[src/rtl/crc16_pkg.sv]
`default_nettype none
// ============================================================================
//  Module      : crc16_pkg
//  Description : Shared types and constants for the serial CRC-16 controller:
//                controller state encoding, CRC/counter widths and the
//                default generator polynomial and preset value.
//  Revision    : 1.0 - initial release
// ============================================================================
package crc16_pkg;

  // CRC register width and width of the processed-bit counter (covers 0..40).
  localparam int c_CRC_W = 16;
  localparam int c_CNT_W = 6;

  // Default generator polynomial (x^16 implicit) and LFSR preset.
  localparam logic [c_CRC_W-1:0] c_DEFAULT_POLY = 16'h1021;
  localparam logic [c_CRC_W-1:0] c_DEFAULT_INIT = 16'h0000;

  // Controller states, 2-bit encoding.
  typedef enum logic [1:0] {
    IDLE  = 2'd0,
    SHIFT = 2'd1,
    DONE  = 2'd2
  } state_t;

endpackage : crc16_pkg
`default_nettype wire

[src/rtl/crc16_serial_ctrl_if.sv]
`default_nettype none
// ============================================================================
//  Module      : crc16_serial_ctrl_if
//  Description : Request/result bundle between the stimulus source (master)
//                and the serial CRC-16 controller (slave).
//                master drives : start, data_in, check_en, crc_ref
//                master samples: busy, done, crc_out, crc_ok, bit_cnt
//  Revision    : 1.0 - initial release
// ============================================================================
interface crc16_serial_ctrl_if
  import crc16_pkg::*;
#(
  parameter int MSG_W = 34
) ();

  logic               start;
  logic [MSG_W-1:0]   data_in;
  logic               check_en;
  logic [c_CRC_W-1:0] crc_ref;
  logic               busy;
  logic               done;
  logic [c_CRC_W-1:0] crc_out;
  logic               crc_ok;
  logic [c_CNT_W-1:0] bit_cnt;

  modport master (
    output start, data_in, check_en, crc_ref,
    input  busy, done, crc_out, crc_ok, bit_cnt
  );

  modport slave (
    input  start, data_in, check_en, crc_ref,
    output busy, done, crc_out, crc_ok, bit_cnt
  );

endinterface : crc16_serial_ctrl_if
`default_nettype wire

[src/rtl/crc16_lfsr_step.sv]
`default_nettype none
// ============================================================================
//  Module      : crc16_lfsr_step
//  Description : Combinational single-bit step of an MSB-first CRC-16 LFSR.
//                Ports: i_lfsr  - current LFSR value
//                       i_bit   - next message bit (MSB-first)
//                       i_poly  - generator polynomial, x^16 implicit
//                       o_lfsr  - LFSR value after consuming i_bit
//  Revision    : 1.0 - initial release
// ============================================================================
module crc16_lfsr_step
  import crc16_pkg::*;
(
  input  wire logic [c_CRC_W-1:0] i_lfsr,
  input  wire logic               i_bit,
  input  wire logic [c_CRC_W-1:0] i_poly,
  output logic      [c_CRC_W-1:0] o_lfsr
);

  logic w_fb;

  // Feedback is the bit leaving the register combined with the incoming bit.
  assign w_fb   = i_lfsr[c_CRC_W-1] ^ i_bit;
  assign o_lfsr = {i_lfsr[c_CRC_W-2:0], 1'b0} ^ (w_fb ? i_poly : '0);

endmodule : crc16_lfsr_step
`default_nettype wire

[src/rtl/crc16_serial_ctrl.sv]
`default_nettype none
// ============================================================================
//  Module      : crc16_serial_ctrl
//  Description : Sequencing controller for a bit-serial CRC-16. On an
//                accepted start the message is zero-extended to FRAME_W bits
//                and shifted MSB-first through the LFSR, one bit per clock.
//                The result is registered as the controller enters DONE, so
//                crc_out/crc_ok are valid together with the one-cycle done.
//                Ports: clk, reset (sync, active-high), bus (slave side of
//                crc16_serial_ctrl_if: start/data_in/check_en/crc_ref in,
//                busy/done/crc_out/crc_ok/bit_cnt out).
//  Revision    : 1.0 - initial release
// ============================================================================
module crc16_serial_ctrl
  import crc16_pkg::*;
#(
  parameter int                   MSG_W   = 34,
  parameter int                   FRAME_W = 40,
  parameter logic [c_CRC_W-1:0]   POLY    = c_DEFAULT_POLY,
  parameter logic [c_CRC_W-1:0]   INIT    = c_DEFAULT_INIT
) (
  input  wire logic          clk,
  input  wire logic          reset,
  crc16_serial_ctrl_if.slave bus
);

  localparam logic [c_CNT_W-1:0] c_LAST_BIT = c_CNT_W'(FRAME_W - 1);
  localparam logic [c_CNT_W-1:0] c_CNT_MAX  = c_CNT_W'(FRAME_W);

  state_t             r_state;
  state_t             w_state_next;
  logic               w_load;
  logic               w_shift;
  logic               w_last;

  logic [FRAME_W-1:0] r_frame;
  logic [c_CRC_W-1:0] r_lfsr;
  logic [c_CRC_W-1:0] w_lfsr_next;
  logic [c_CNT_W-1:0] r_bit_cnt;
  logic               r_check_en;
  logic [c_CRC_W-1:0] r_crc_ref;
  logic [c_CRC_W-1:0] r_crc_out;
  logic               r_crc_ok;

  // --------------------------------------------------------------------------
  // State register
  // --------------------------------------------------------------------------
  always_ff @(posedge clk) begin
    if (reset) begin
      r_state <= IDLE;
    end else begin
      r_state <= w_state_next;
    end
  end

  // --------------------------------------------------------------------------
  // Next-state and datapath control
  // --------------------------------------------------------------------------
  always_comb begin
    w_state_next = r_state;
    w_load       = 1'b0;
    w_shift      = 1'b0;
    w_last       = 1'b0;
    case (r_state)
      IDLE: begin
        if (bus.start) begin
          w_load       = 1'b1;
          w_state_next = SHIFT;
        end
      end
      SHIFT: begin
        w_shift = 1'b1;
        if (r_bit_cnt == c_LAST_BIT) begin
          w_last       = 1'b1;
          w_state_next = DONE;
        end
      end
      DONE: begin
        w_state_next = IDLE;
      end
      default: begin
        w_state_next = IDLE;
      end
    endcase
  end

  // --------------------------------------------------------------------------
  // LFSR step for the current frame MSB
  // --------------------------------------------------------------------------
  crc16_lfsr_step u_step (
    .i_lfsr (r_lfsr),
    .i_bit  (r_frame[FRAME_W-1]),
    .i_poly (POLY),
    .o_lfsr (w_lfsr_next)
  );

  // --------------------------------------------------------------------------
  // Datapath registers
  // --------------------------------------------------------------------------
  always_ff @(posedge clk) begin
    if (reset) begin
      r_frame    <= '0;
      r_lfsr     <= '0;
      r_bit_cnt  <= '0;
      r_check_en <= 1'b0;
      r_crc_ref  <= '0;
      r_crc_out  <= '0;
      r_crc_ok   <= 1'b0;
    end else if (w_load) begin
      r_frame    <= {{(FRAME_W-MSG_W){1'b0}}, bus.data_in};
      r_lfsr     <= INIT;
      r_bit_cnt  <= '0;
      r_check_en <= bus.check_en;
      r_crc_ref  <= bus.crc_ref;
    end else if (w_shift) begin
      r_frame <= r_frame << 1;
      r_lfsr  <= w_lfsr_next;
      // Saturating count keeps the debug view stable after the last bit.
      if (r_bit_cnt != c_CNT_MAX) begin
        r_bit_cnt <= r_bit_cnt + 1'b1;
      end
      // Capture the final value on the edge that enters DONE so the result
      // lines up with the done pulse.
      if (w_last) begin
        r_crc_out <= w_lfsr_next;
        r_crc_ok  <= r_check_en ? (w_lfsr_next == r_crc_ref) : 1'b1;
      end
    end
  end

  // --------------------------------------------------------------------------
  // Outputs
  // --------------------------------------------------------------------------
  assign bus.busy    = (r_state != IDLE);
  assign bus.done    = (r_state == DONE);
  assign bus.crc_out = r_crc_out;
  assign bus.crc_ok  = r_crc_ok;
  assign bus.bit_cnt = r_bit_cnt;

endmodule : crc16_serial_ctrl
`default_nettype wire

[src/flat_wrapper.sv]
// flat-port wrapper written by rule: the top's interface ports become plain ports
module crc16_serial_ctrl_flat import crc16_pkg::*;
#(
  parameter int                   MSG_W   = 34,
  parameter int                   FRAME_W = 40,
  parameter logic [c_CRC_W-1:0]   POLY    = c_DEFAULT_POLY,
  parameter logic [c_CRC_W-1:0]   INIT    = c_DEFAULT_INIT
)
  (clk, reset, bus_start, bus_data_in, bus_check_en, bus_crc_ref, bus_busy, bus_done, bus_crc_out, bus_crc_ok, bus_bit_cnt);
  crc16_serial_ctrl_if #(.MSG_W(MSG_W)) bus_i ();
  input  wire logic clk;
  input  wire logic reset;
  input wire logic [$bits(bus_i.start)-1:0] bus_start;
  input wire logic [$bits(bus_i.data_in)-1:0] bus_data_in;
  input wire logic [$bits(bus_i.check_en)-1:0] bus_check_en;
  input wire logic [$bits(bus_i.crc_ref)-1:0] bus_crc_ref;
  output wire logic [$bits(bus_i.busy)-1:0] bus_busy;
  output wire logic [$bits(bus_i.done)-1:0] bus_done;
  output wire logic [$bits(bus_i.crc_out)-1:0] bus_crc_out;
  output wire logic [$bits(bus_i.crc_ok)-1:0] bus_crc_ok;
  output wire logic [$bits(bus_i.bit_cnt)-1:0] bus_bit_cnt;
  assign bus_i.start = bus_start;
  assign bus_i.data_in = bus_data_in;
  assign bus_i.check_en = bus_check_en;
  assign bus_i.crc_ref = bus_crc_ref;
  assign bus_busy = bus_i.busy;
  assign bus_done = bus_i.done;
  assign bus_crc_out = bus_i.crc_out;
  assign bus_crc_ok = bus_i.crc_ok;
  assign bus_bit_cnt = bus_i.bit_cnt;
  crc16_serial_ctrl #(.MSG_W(MSG_W), .FRAME_W(FRAME_W), .POLY(POLY), .INIT(INIT)) u_core (.clk(clk), .reset(reset), .bus(bus_i));
endmodule
[config.mk]
export PLATFORM = sky130hd
export DESIGN_NAME = crc16_serial_ctrl_flat
export DESIGN_NICKNAME = d
export VERILOG_FILES = /design/src/rtl/crc16_pkg.sv /design/src/rtl/crc16_serial_ctrl_if.sv /design/src/rtl/crc16_lfsr_step.sv /design/src/rtl/crc16_serial_ctrl.sv /design/src/flat_wrapper.sv
export SDC_FILE = /design/constraint.sdc
export NUM_CORES = 1
export LEC_CHECK = 0
export ABC_CLOCK_PERIOD_IN_PS = 2300
export CAP_MARGIN = 40
export CORE_AREA = 5 5 120 77
export DETAILED_ROUTE_END_ITERATION = 6
export DIE_AREA = 0 0 125 82
export HOLD_SLACK_MARGIN = 0.12
export PLACE_DENSITY = 0.76
export SYNTH_ARGS = -nofsm -noshare
export SYNTH_HDL_FRONTEND = slang
export SYNTH_SLANG_ARGS = --single-unit
[constraint.sdc]
create_clock -name clk -period 2.3 [get_ports clk]
set_input_delay 0.46 -clock clk [delete_from_list [all_inputs] [get_ports clk]]
set_output_delay 0.46 -clock clk [all_outputs]
set_load 0.02 [all_outputs]
# Word-level counts from Yosys, hierarchy flattened
# Cells that the tools add are included.
dict set report totals {
  regBits 98
  output_inout_bits 25
  wordCells 39
}
dict set report classes {
  add_sub_neg 1
  eq_ne 7
  muxes 12
  n_bitwise 3
  n_reduce_logical 7
}
# op n
set ops {}
lappend ops {{34-bit 2-to-1 mux} 2}
lappend ops {{16-bit equality test} 1}
lappend ops {{16-bit by 13-bit bitwise XOR with 16-bit output} 1}
lappend ops {{13-bit 2-to-1 mux} 1}
lappend ops {{6-bit by 1-bit adder with 6-bit output, second input constant} 1}
lappend ops {{6-bit equality test, second input constant} 1}
lappend ops {{1-bit 2-to-1 mux} 6}
lappend ops {{6-bit != test, second input constant} 1}
lappend ops {{2-bit 2-to-1 mux} 2}
lappend ops {{2-bit case mux with 2 select lines} 1}
lappend ops {{2-bit AND reduction} 2}
lappend ops {{2-bit nonzero test} 2}
lappend ops {{3-bit AND reduction} 1}
lappend ops {{2-bit by 1-bit equality test with 1-bit output, second input constant} 1}
lappend ops {{2-bit equality test, second input constant} 1}
lappend ops {{2-bit logical NOT} 1}
lappend ops {{2-bit by 1-bit != test with 1-bit output, second input constant} 1}
lappend ops {{2-bit != test, second input constant} 1}
lappend ops {{2-bit OR reduction} 1}
lappend ops {{1-bit NOT} 1}
lappend ops {{1-bit bitwise XOR} 1}

# Depth between registers and ports, before layout
# Gate-level depths: netlist of run 1.
dict set report depth {
  ltp_word 5
  depth_mapped 7
  depth_no_buf 7
}

# Hierarchy
# A second synthesis of run 1 with hierarchy kept.
dict set report hier_totals {
  cells_unflattened 478
  area_unflattened_um2 4058.9
}
# module instances cells_per_inst area_each_um2
set modules_own_cells {}
lappend modules_own_cells {crc16_serial_ctrl 1 445 3833.7}
lappend modules_own_cells {crc16_lfsr_step 1 33 225.2}

# Worst setup path before layout of run 1
# Ideal clock, no wire load.
dict set report synth_timing {
  kind {flip-flop to flip-flop}
  startpoint {reg u_core.r_bit_cnt[0] (netlist: u_core.bus.bit_cnt[0])}
  endpoint {reg u_core.r_crc_out[11] (netlist: u_core.bus.crc_out[11])}
  setup_time_ns 0.132
  arrival_time_ns 1.649
  required_ns 2.168
  path_slack_ns 0.519
  stages_incl_launch_ff 8
  path_cell_list {dfxtp_1 -> ha_1 -> nand2_1 -> or4_4 -> buf_6 -> buf_8 -> nand2_1 -> a21oi_1}
}
dict set report synth_via {
  elab_chain_cells 4
}
# element line
set synth_rtl {}
lappend synth_rtl {{start, declared} crc16_serial_ctrl.sv:39} ;# logic [c_CNT_W-1:0] r_bit_cnt;
lappend synth_rtl {{start signal, assigned} crc16_serial_ctrl.sv:120} ;# r_bit_cnt <= r_bit_cnt + 1'b1;
lappend synth_rtl {{6-bit equality test} crc16_serial_ctrl.sv:73} ;# if (r_bit_cnt == c_LAST_BIT) begin
lappend synth_rtl {{1-bit 2-to-1 mux} crc16_serial_ctrl.sv:73}
lappend synth_rtl {{1-bit 2-to-1 mux} crc16_serial_ctrl.sv:64} ;# case (r_state)
lappend synth_rtl {{3-bit AND reduction (no line)} n/a}
lappend synth_rtl {{end signal, assigned} crc16_serial_ctrl.sv:125} ;# r_crc_out <= w_lfsr_next;
lappend synth_rtl {{end, declared} crc16_serial_ctrl.sv:42} ;# logic [c_CRC_W-1:0] r_crc_out;
# Every way passes these cells.
# A chain may end at the register's enable or synchronous reset.

# Worst setup path in the final report of run 1
dict set report layout_timing {
  startpoint {reg u_core.r_bit_cnt[3] (netlist: u_core.bus.bit_cnt[3])}
  endpoint {out bus_bit_cnt[3]}
}
# element line
set layout_rtl {}
lappend layout_rtl {{end, declared} flat_wrapper.sv:21} ;# output wire logic [$bits(bus_i.bit_cnt)-1:0] bus_bit_cnt;
# No word-level cell between the ends.

==> summary.md, run 1 <==
- **result of the run** finished clean
- **Final Hold Vio Count** 0
- **first-pass GRT wire length** 15,600 um
- **floorplan core area** 0.00810 mm2
- **Routability Congestion** 0.855
- **startpoint of the most critical hold path** u_core.r_frame[36]
- **aggregate global routing overflow** 0
- **input/output buffers** 78
- **H-Tree Level Count** 3
- **pre-CTS setup slack** 354 ps
- **final-report setup violation count** 0
- **portion of the post-synthesis area used by sequential elements** 50.7%
- **Final Routed Wirelength** 9220 um
- **synthesized net count** 526
- **synthesized area per cell** 8.24 um2
- **ratio of cells with drive above 1 in the final layout** 6.34%
- **count of buffering cells on the critical path with inverters included** 1
- **antenna violation net count after detailed routing** 0
- **cell family with most CP delay** buffers and inverters
- **Hold Crit Class** reg2reg
- **root cell of the clock tree** sky130_fd_sc_hd__clkbuf_16
- **TNS Setup** 0 ps
- **number of nets in the finished design** 588
- **detailed-route wire length per cell** 14.2 um
- **Slew @ Worst Pin** 714 ps
- **number of top-level pins** 79
- **height of the die** 82 um
- **Die W** 125 um
- **DRC violations left** 0
- **largest net degree at the start of global routing** 71
- **clock tree sinks** 98
- **share of async-settable or async-resettable flops after synthesis** 0%
- **clock buffers created by TritonCTS** 9
- **area used by multi-input combinational logic** 0.00172 mm2
- **HPWL after detailed placement** 6360 um
- **detailed-route via count** 3,415
- **top cell type by total area after synthesis** sky130_fd_sc_hd__dfxtp_1
- **clock transition time at the flip-flop clock pins of the worst setup and hold paths** 60 ps
- **CTS Hold Buffers Added** 0
- **classification of the worst setup path** reg2out
- **Initial DRC Count** 297
- **Register-to-Register Path Depth** 5
- **synthesized area** 0.00387 mm2
- **Fin Clk Skew** 5.77 ps
- **PostCTS Resize Cnt** 0
- **area delta synth->final** 29.0%
- **FF/Latch Area** 0.00196 mm2
- **vias in the first global route** 3,226
- **maximum resistive drop on vdd** 524 uV
- **overall power of the completed layout** 3690 uW
- **synthesized flop and latch total** 98
- **diodes inserted** 0
- **Startpoint Class** flip-flop
- **Synth top area share** 50.7%
- **EDFF count, synth** 0
- **data arrival time of the critical path** 1550 ps
- **Filler Cells Inserted** 699
- **maximum clock rate** 0.498 GHz
- **finished layout cell area** 0.00500 mm2
- **required time of the critical path** 1840 ps
- **Placement Rows** 26
- **endpoint type of the worst setup path** output pin
- **starting utilization of the core area** 47.8%
- **number of violations of the max-capacitance limit** 0
- **final setup slack of the worst path** 291 ps
- **delay contributed by the slowest stage of the critical path** 680 ps
- **total routing usage reported by global routing** 18.8%
- **main flop type after synthesis** sky130_fd_sc_hd__dfxtp_1
- **Critical Path Stages** 1
- **largest cells by area after synthesis** sky130_fd_sc_hd__dfxtp_1 51%, sky130_fd_sc_hd__nand2_1 14%, sky130_fd_sc_hd__a21oi_1 12%, sky130_fd_sc_hd__a22oi_1 6.4%, sky130_fd_sc_hd__xnor2_1 3.2%
- **cell count after synthesis** 470
- **unrepaired setup endpoints after global routing** false
- **worst hold path depth** 2
- **drt first pass iters** 4
- **critical-path cell with the highest stage delay** sky130_fd_sc_hd__clkdlybuf4s50_1
- **share of the clock period used by the worst path** 87.3%
- **Max Root-Sink Buffers** 2
- **Leak** 0.00172 uW
- **Pins Over Slew Limit** 0
- **TritonCTS clock tree** built
- **vias per inst** 5.27
- **Critical Path Fanout Max** 8
- **area of the die** 0.0103 mm2
- **Warnings, synthesis** 0
- **insertion delay to the later sink of the worst-skew pair** 340 ps
- **final core area utilization** 61.7%
- **startpoint of the worst register-to-register path** u_core.bus.bit_cnt[1]
- **Setup Fix Bufs, Post-CTS** 0
- **cell area reported after detailed placement** 0.00469 mm2
- **beginning of the critical path** u_core.bus.bit_cnt[3]
- **CP cell instances** clkdlybuf4s50_1
- **initial antenna violation count** 0
- **Max-slew headroom** 52.4%
- **Power Dens Cells** 738 mW/mm2
- **min Tclk post-route** 2010 ps
- **number of distinct library cell variants in the gate-level netlist after synthesis** 33
[worst reg2reg max path, stage by stage, from the launching register on]
cell and delay (ps):
sky130_fd_sc_hd__dfxtp_1 440, sky130_fd_sc_hd__ha_1 230, sky130_fd_sc_hd__nand2_1 130, sky130_fd_sc_hd__or4_4 580, sky130_fd_sc_hd__nand2_1 130, sky130_fd_sc_hd__a21oi_1 70
[cells in the mapped netlist (2+ instances only)]
library cell	count
sky130_fd_sc_hd__nor2_1	11
sky130_fd_sc_hd__clkbuf_1	23
sky130_fd_sc_hd__buf_1	3
sky130_fd_sc_hd__nand2b_1	2
sky130_fd_sc_hd__a211oi_1	2
sky130_fd_sc_hd__buf_2	5
sky130_fd_sc_hd__nand2_2	3
sky130_fd_sc_hd__xnor2_1	14
sky130_fd_sc_hd__a21oi_1	90
sky130_fd_sc_hd__nand4_1	6
sky130_fd_sc_hd__nor3_1	4
sky130_fd_sc_hd__ha_1	2
sky130_fd_sc_hd__inv_1	4
sky130_fd_sc_hd__nand2_1	143
sky130_fd_sc_hd__xor2_1	8
sky130_fd_sc_hd__dfxtp_1	98
sky130_fd_sc_hd__a22oi_1	33
sky130_fd_sc_hd__buf_6	4
[per-stage QoR]
step	hold slack (ps)	cells
2_1_floorplan	432	470
3_3_place_gp	436	633
3_5_place_dp	445	633
4_1_cts	453	648
5_1_grt	472	648
6_report	450	648
[power breakdown]
group / internal, uW / switching, uW / total [uW]
logic: 173 / 196 / 369
registers: 1760 / 41.8 / 1800
clock network: 924 / 590 / 1510
total: 2860 / 828 / 3690
[cells by family (layout without fill, tap and decap cells)]
kind of cell | after synthesis | count (layout) | share of synthesized area [%]
compound gates | 129 | 129 | 19.1
xor+xnor | 22 | 22 | 4.98
fa+ha+maj | 2 | 2 | 0.646
buf+inv | 40 | 106 | 5.10
flops | 98 | 98 | 50.7
simple gates | 179 | 179 | 19.5
[layer usage]
metal	vias up	global-route usage, %	routed length [um]
met3	15	5.00	635
met5	-	0	0
li1	1705	-	-
met4	0	4.98	116
met2	106	28.3	3960
met1	1589	26.6	4500
[final cells by class]
class / count / share of cell area [%]
clock buffer: 13 / 5.41
timing repair buffer: 87 / 17.1
inverter: 4 / 0.301
clock inverter: 2 / 0.701
multi-input combinational: 332 / 34.4
sequential: 98 / 39.3
tap: 112 / 2.80
[placed cells by master, fill, tap and decap left out, types with 2 or more instances in the layout]
master,count
sky130_fd_sc_hd__xor2_1,8
sky130_fd_sc_hd__nor3_1,4
sky130_fd_sc_hd__nand4_1,6
sky130_fd_sc_hd__inv_1,4
sky130_fd_sc_hd__a22oi_1,33
sky130_fd_sc_hd__dfxtp_1,98
sky130_fd_sc_hd__clkbuf_16,9
sky130_fd_sc_hd__a21oi_1,90
sky130_fd_sc_hd__clkbuf_8,3
sky130_fd_sc_hd__nor2_2,2
sky130_fd_sc_hd__nand2_2,3
sky130_fd_sc_hd__buf_4,8
sky130_fd_sc_hd__nor2_1,10
sky130_fd_sc_hd__nand2_1,143
sky130_fd_sc_hd__a211oi_1,2
sky130_fd_sc_hd__clkdlybuf4s50_1,77
sky130_fd_sc_hd__ha_1,2
sky130_fd_sc_hd__nand2b_1,2
sky130_fd_sc_hd__xnor2_1,14
[sequential cells by signal (all words and copies together) (netlist names)]
signal / cells
u_core.r_frame: 40
u_core.bus.crc_out: 16
u_core.r_crc_ref: 16
u_core.r_lfsr: 16
u_core.bus.bit_cnt: 6
u_core.r_state: 2
u_core.bus.crc_ok: 1
u_core.r_check_en: 1
[path summary, 6_finish.rpt]
path | endpoint | slack (ps)
min | u_core.r_frame[37] | 450
max reg2reg | u_core.bus.crc_out[4] | 580
max | bus_bit_cnt[3] | 290
min reg2reg | u_core.r_frame[37] | 450
Power figures use the tool's default switching activity.
==> run 2, diff against run 1 <==
- ABC_CLOCK_PERIOD_IN_PS: 2300 -> 2100
- clock period: 2.3 -> 2.1 ns (I/O delays scaled with it)
==> summary.md, run 2 (synthesis gave the netlist of run 1 again) <==
- **area of the die** 0.0103 mm2, unchanged
- **metal3 WL** 538 um, was 635 um
- **Leak** 0.00175 uW, was 0.00172 uW
- **insertion delay to the later sink of the worst-skew pair** 340 ps, about the same
- **Slew @ Worst Pin** 716 ps, was 714 ps
- **Final Hold Vio Count** 0, unchanged
- **critical-path cell with the highest stage delay** sky130_fd_sc_hd__clkdlybuf4s50_1, unchanged
- **Pins Over Slew Limit** 0, unchanged
- **floorplan core area** 0.00810 mm2, unchanged
- **vias in the first global route** 3,151, was 3,226
- **PostCTS Resize Cnt** 0, unchanged
- **DRC violations left** 0, unchanged
- **maximum clock rate** 0.501 GHz
- **classification of the worst setup path** reg2out, unchanged
- **Placement Rows** 26, unchanged
- **detailed-routed wire length on met2** 3920 um, was 3960 um
- **number of cells in the finished layout apart from fillers** 653, was 648
- **clock buffers created by TritonCTS** 9, unchanged
- **Max-slew headroom** 52.2%, was 52.4%
- **delay contributed by the slowest stage of the critical path** 680 ps, about the same
- **Hold Crit Class** reg2reg, unchanged
- **Routability Congestion** 0.839, was 0.855
- **detailed-route wire length per cell** 14.2 um, about the same
- **input/output buffers** 78, unchanged
- **result of the run** finished clean, unchanged
- **diodes inserted** 0, unchanged
- **ratio of cells with drive above 1 in the final layout** 7.02%, was 6.34%
- **HPWL after detailed placement** 6430 um, was 6360 um
- **H-Tree Level Count** 3, unchanged
- **Setup Fix Bufs, Post-CTS** 0, unchanged
- **count of buffering cells on the critical path with inverters included** 1, unchanged
- **Max Root-Sink Buffers** 2, unchanged
- **endpoint type of the worst setup path** output pin, unchanged
- **number of violations of the max-capacitance limit** 0, unchanged
- **most frequent standard cell in the layout excluding fill and tap cells** sky130_fd_sc_hd__nand2_1, unchanged
- **Hold WS** 453 ps, was 450 ps
- **Metal-1 WL** 4690 um, was 4500 um
- **top metal layer carrying routed signals** met4, unchanged
- **root cell of the clock tree** sky130_fd_sc_hd__clkbuf_16, unchanged
- **clock tree sinks** 98, unchanged
- **Initial DRC Count** 280, was 297
- **clock transition time at the flip-flop clock pins of the worst setup and hold paths** 60 ps, about the same
- **maximum resistive drop on vdd** 518 uV, was 524 uV
- **Largest register FFs** 40, unchanged
- **register ranked first by flip-flop count** u_core.r_frame, unchanged
- **first-pass GRT wire length** 15,300 um, was 15,600 um
- **TNS Setup** 0 ps, unchanged
- **starting utilization of the core area** 47.8%, unchanged
- **CP cell instances** clkdlybuf4s50_1, unchanged
- **initial antenna violation count** 0, unchanged
- **Die W** 125 um, unchanged
- **vias per inst** 5.27, about the same
- **startpoint of the most critical hold path** u_core.r_frame[34], was u_core.r_frame[36]
- **min Tclk post-route** 1990 ps
- **commonest cells after routing, fill and taps aside** 143 x sky130_fd_sc_hd__nand2_1, 98 x sky130_fd_sc_hd__dfxtp_1, 90 x sky130_fd_sc_hd__a21oi_1, unchanged
- **Fin Clk Skew** 3.91 ps, was 5.77 ps
- **total routing usage reported by global routing** 18.5%, was 18.8%
- **drt first pass iters** 4, unchanged
- **share of the clock period used by the worst path** 95.0%
- **height of the die** 82 um, unchanged
- **placed instance count** 638, was 633
- **area delta synth->final** 30.7%, was 29.0%
- **Filler Cells Inserted** 705, was 699
- **detailed-route via count** 3,440, was 3,415
- **Power Dens Cells** 821 mW/mm2, was 738 mW/mm2
- **number of nets in the finished design** 593, was 588
- **data arrival time of the critical path** 1570 ps, was 1550 ps
- **aggregate global routing overflow** 0, unchanged
- **beginning of the critical path** u_core.bus.bit_cnt[3], unchanged
- **required time of the critical path** 1680 ps, was 1840 ps
- **Critical Path Fanout Max** 8, unchanged
- **Final Routed Wirelength** 9260 um, was 9220 um
- **final-report setup violation count** 0, unchanged
- **largest net degree at the start of global routing** 71, unchanged
- **startpoint of the worst register-to-register path** u_core.bus.bit_cnt[0], was u_core.bus.bit_cnt[1]
- **unrepaired setup endpoints after global routing** false, unchanged
- **cell family with most CP delay** buffers and inverters, unchanged
- **Startpoint Class** flip-flop, unchanged
- **number of top-level pins** 79, unchanged
- **antenna violation net count after detailed routing** 0, unchanged
- **CTS Hold Buffers Added** 0, unchanged
- **TritonCTS clock tree** built, unchanged
## run 2: path summary, 6_finish.rpt
path | to | slack [ps] | cells after the start
worst max register to register | u_core.bus.crc_out[11] | 310 | 5
worst max-delay path | bus_bit_cnt[3] | 110 | 1
worst min register to register | u_core.r_frame[35] | 450 | 2
worst min-delay path | u_core.r_frame[35] | 450 | 2
## run 2: cell type report
cell class | instances | area, um2 | share of cell area (%)
flip-flops and latches | 98 | 1960 | 38.8
multi-input cells | 332 | 1720 | 33.9
repair buffers | 92 | 906 | 17.9
clock buffers | 13 | 260 | 5.14
well taps | 112 | 140 | 2.77
clock inverters | 2 | 60.1 | 1.19
inverters | 4 | 15.0 | 0.297
## run 2: through the flow
step	area [um2]	setup slack [ps]	utilization, %	power, uW
global placement	4740	393	58.5	2420
detailed placement	4740	352	58.5	2430
CTS	5060	105	62.5	4190
global route	5060	38.9	62.5	4310
floorplan	3870	319	-	2240
finish	5060	106	62.5	4150
## run 2: layer usage
metal,up-vias,global-route usage [%]
met5,-,0
met4,0,5.52
met3,9,5.65
met2,91,27.1
met1,1624,26.3
li1,1716,-
## run 2: power by group
| group | switching (uW) | internal, uW | leakage, uW |
|---|---|---|---|
| Sequential | 44.3 | 1930 | 0.000798 |
| Clock | 660 | 1100 | 0.000156 |
| Combinational | 215 | 202 | 0.000800 |
| Total | 920 | 3230 | 0.00175 |
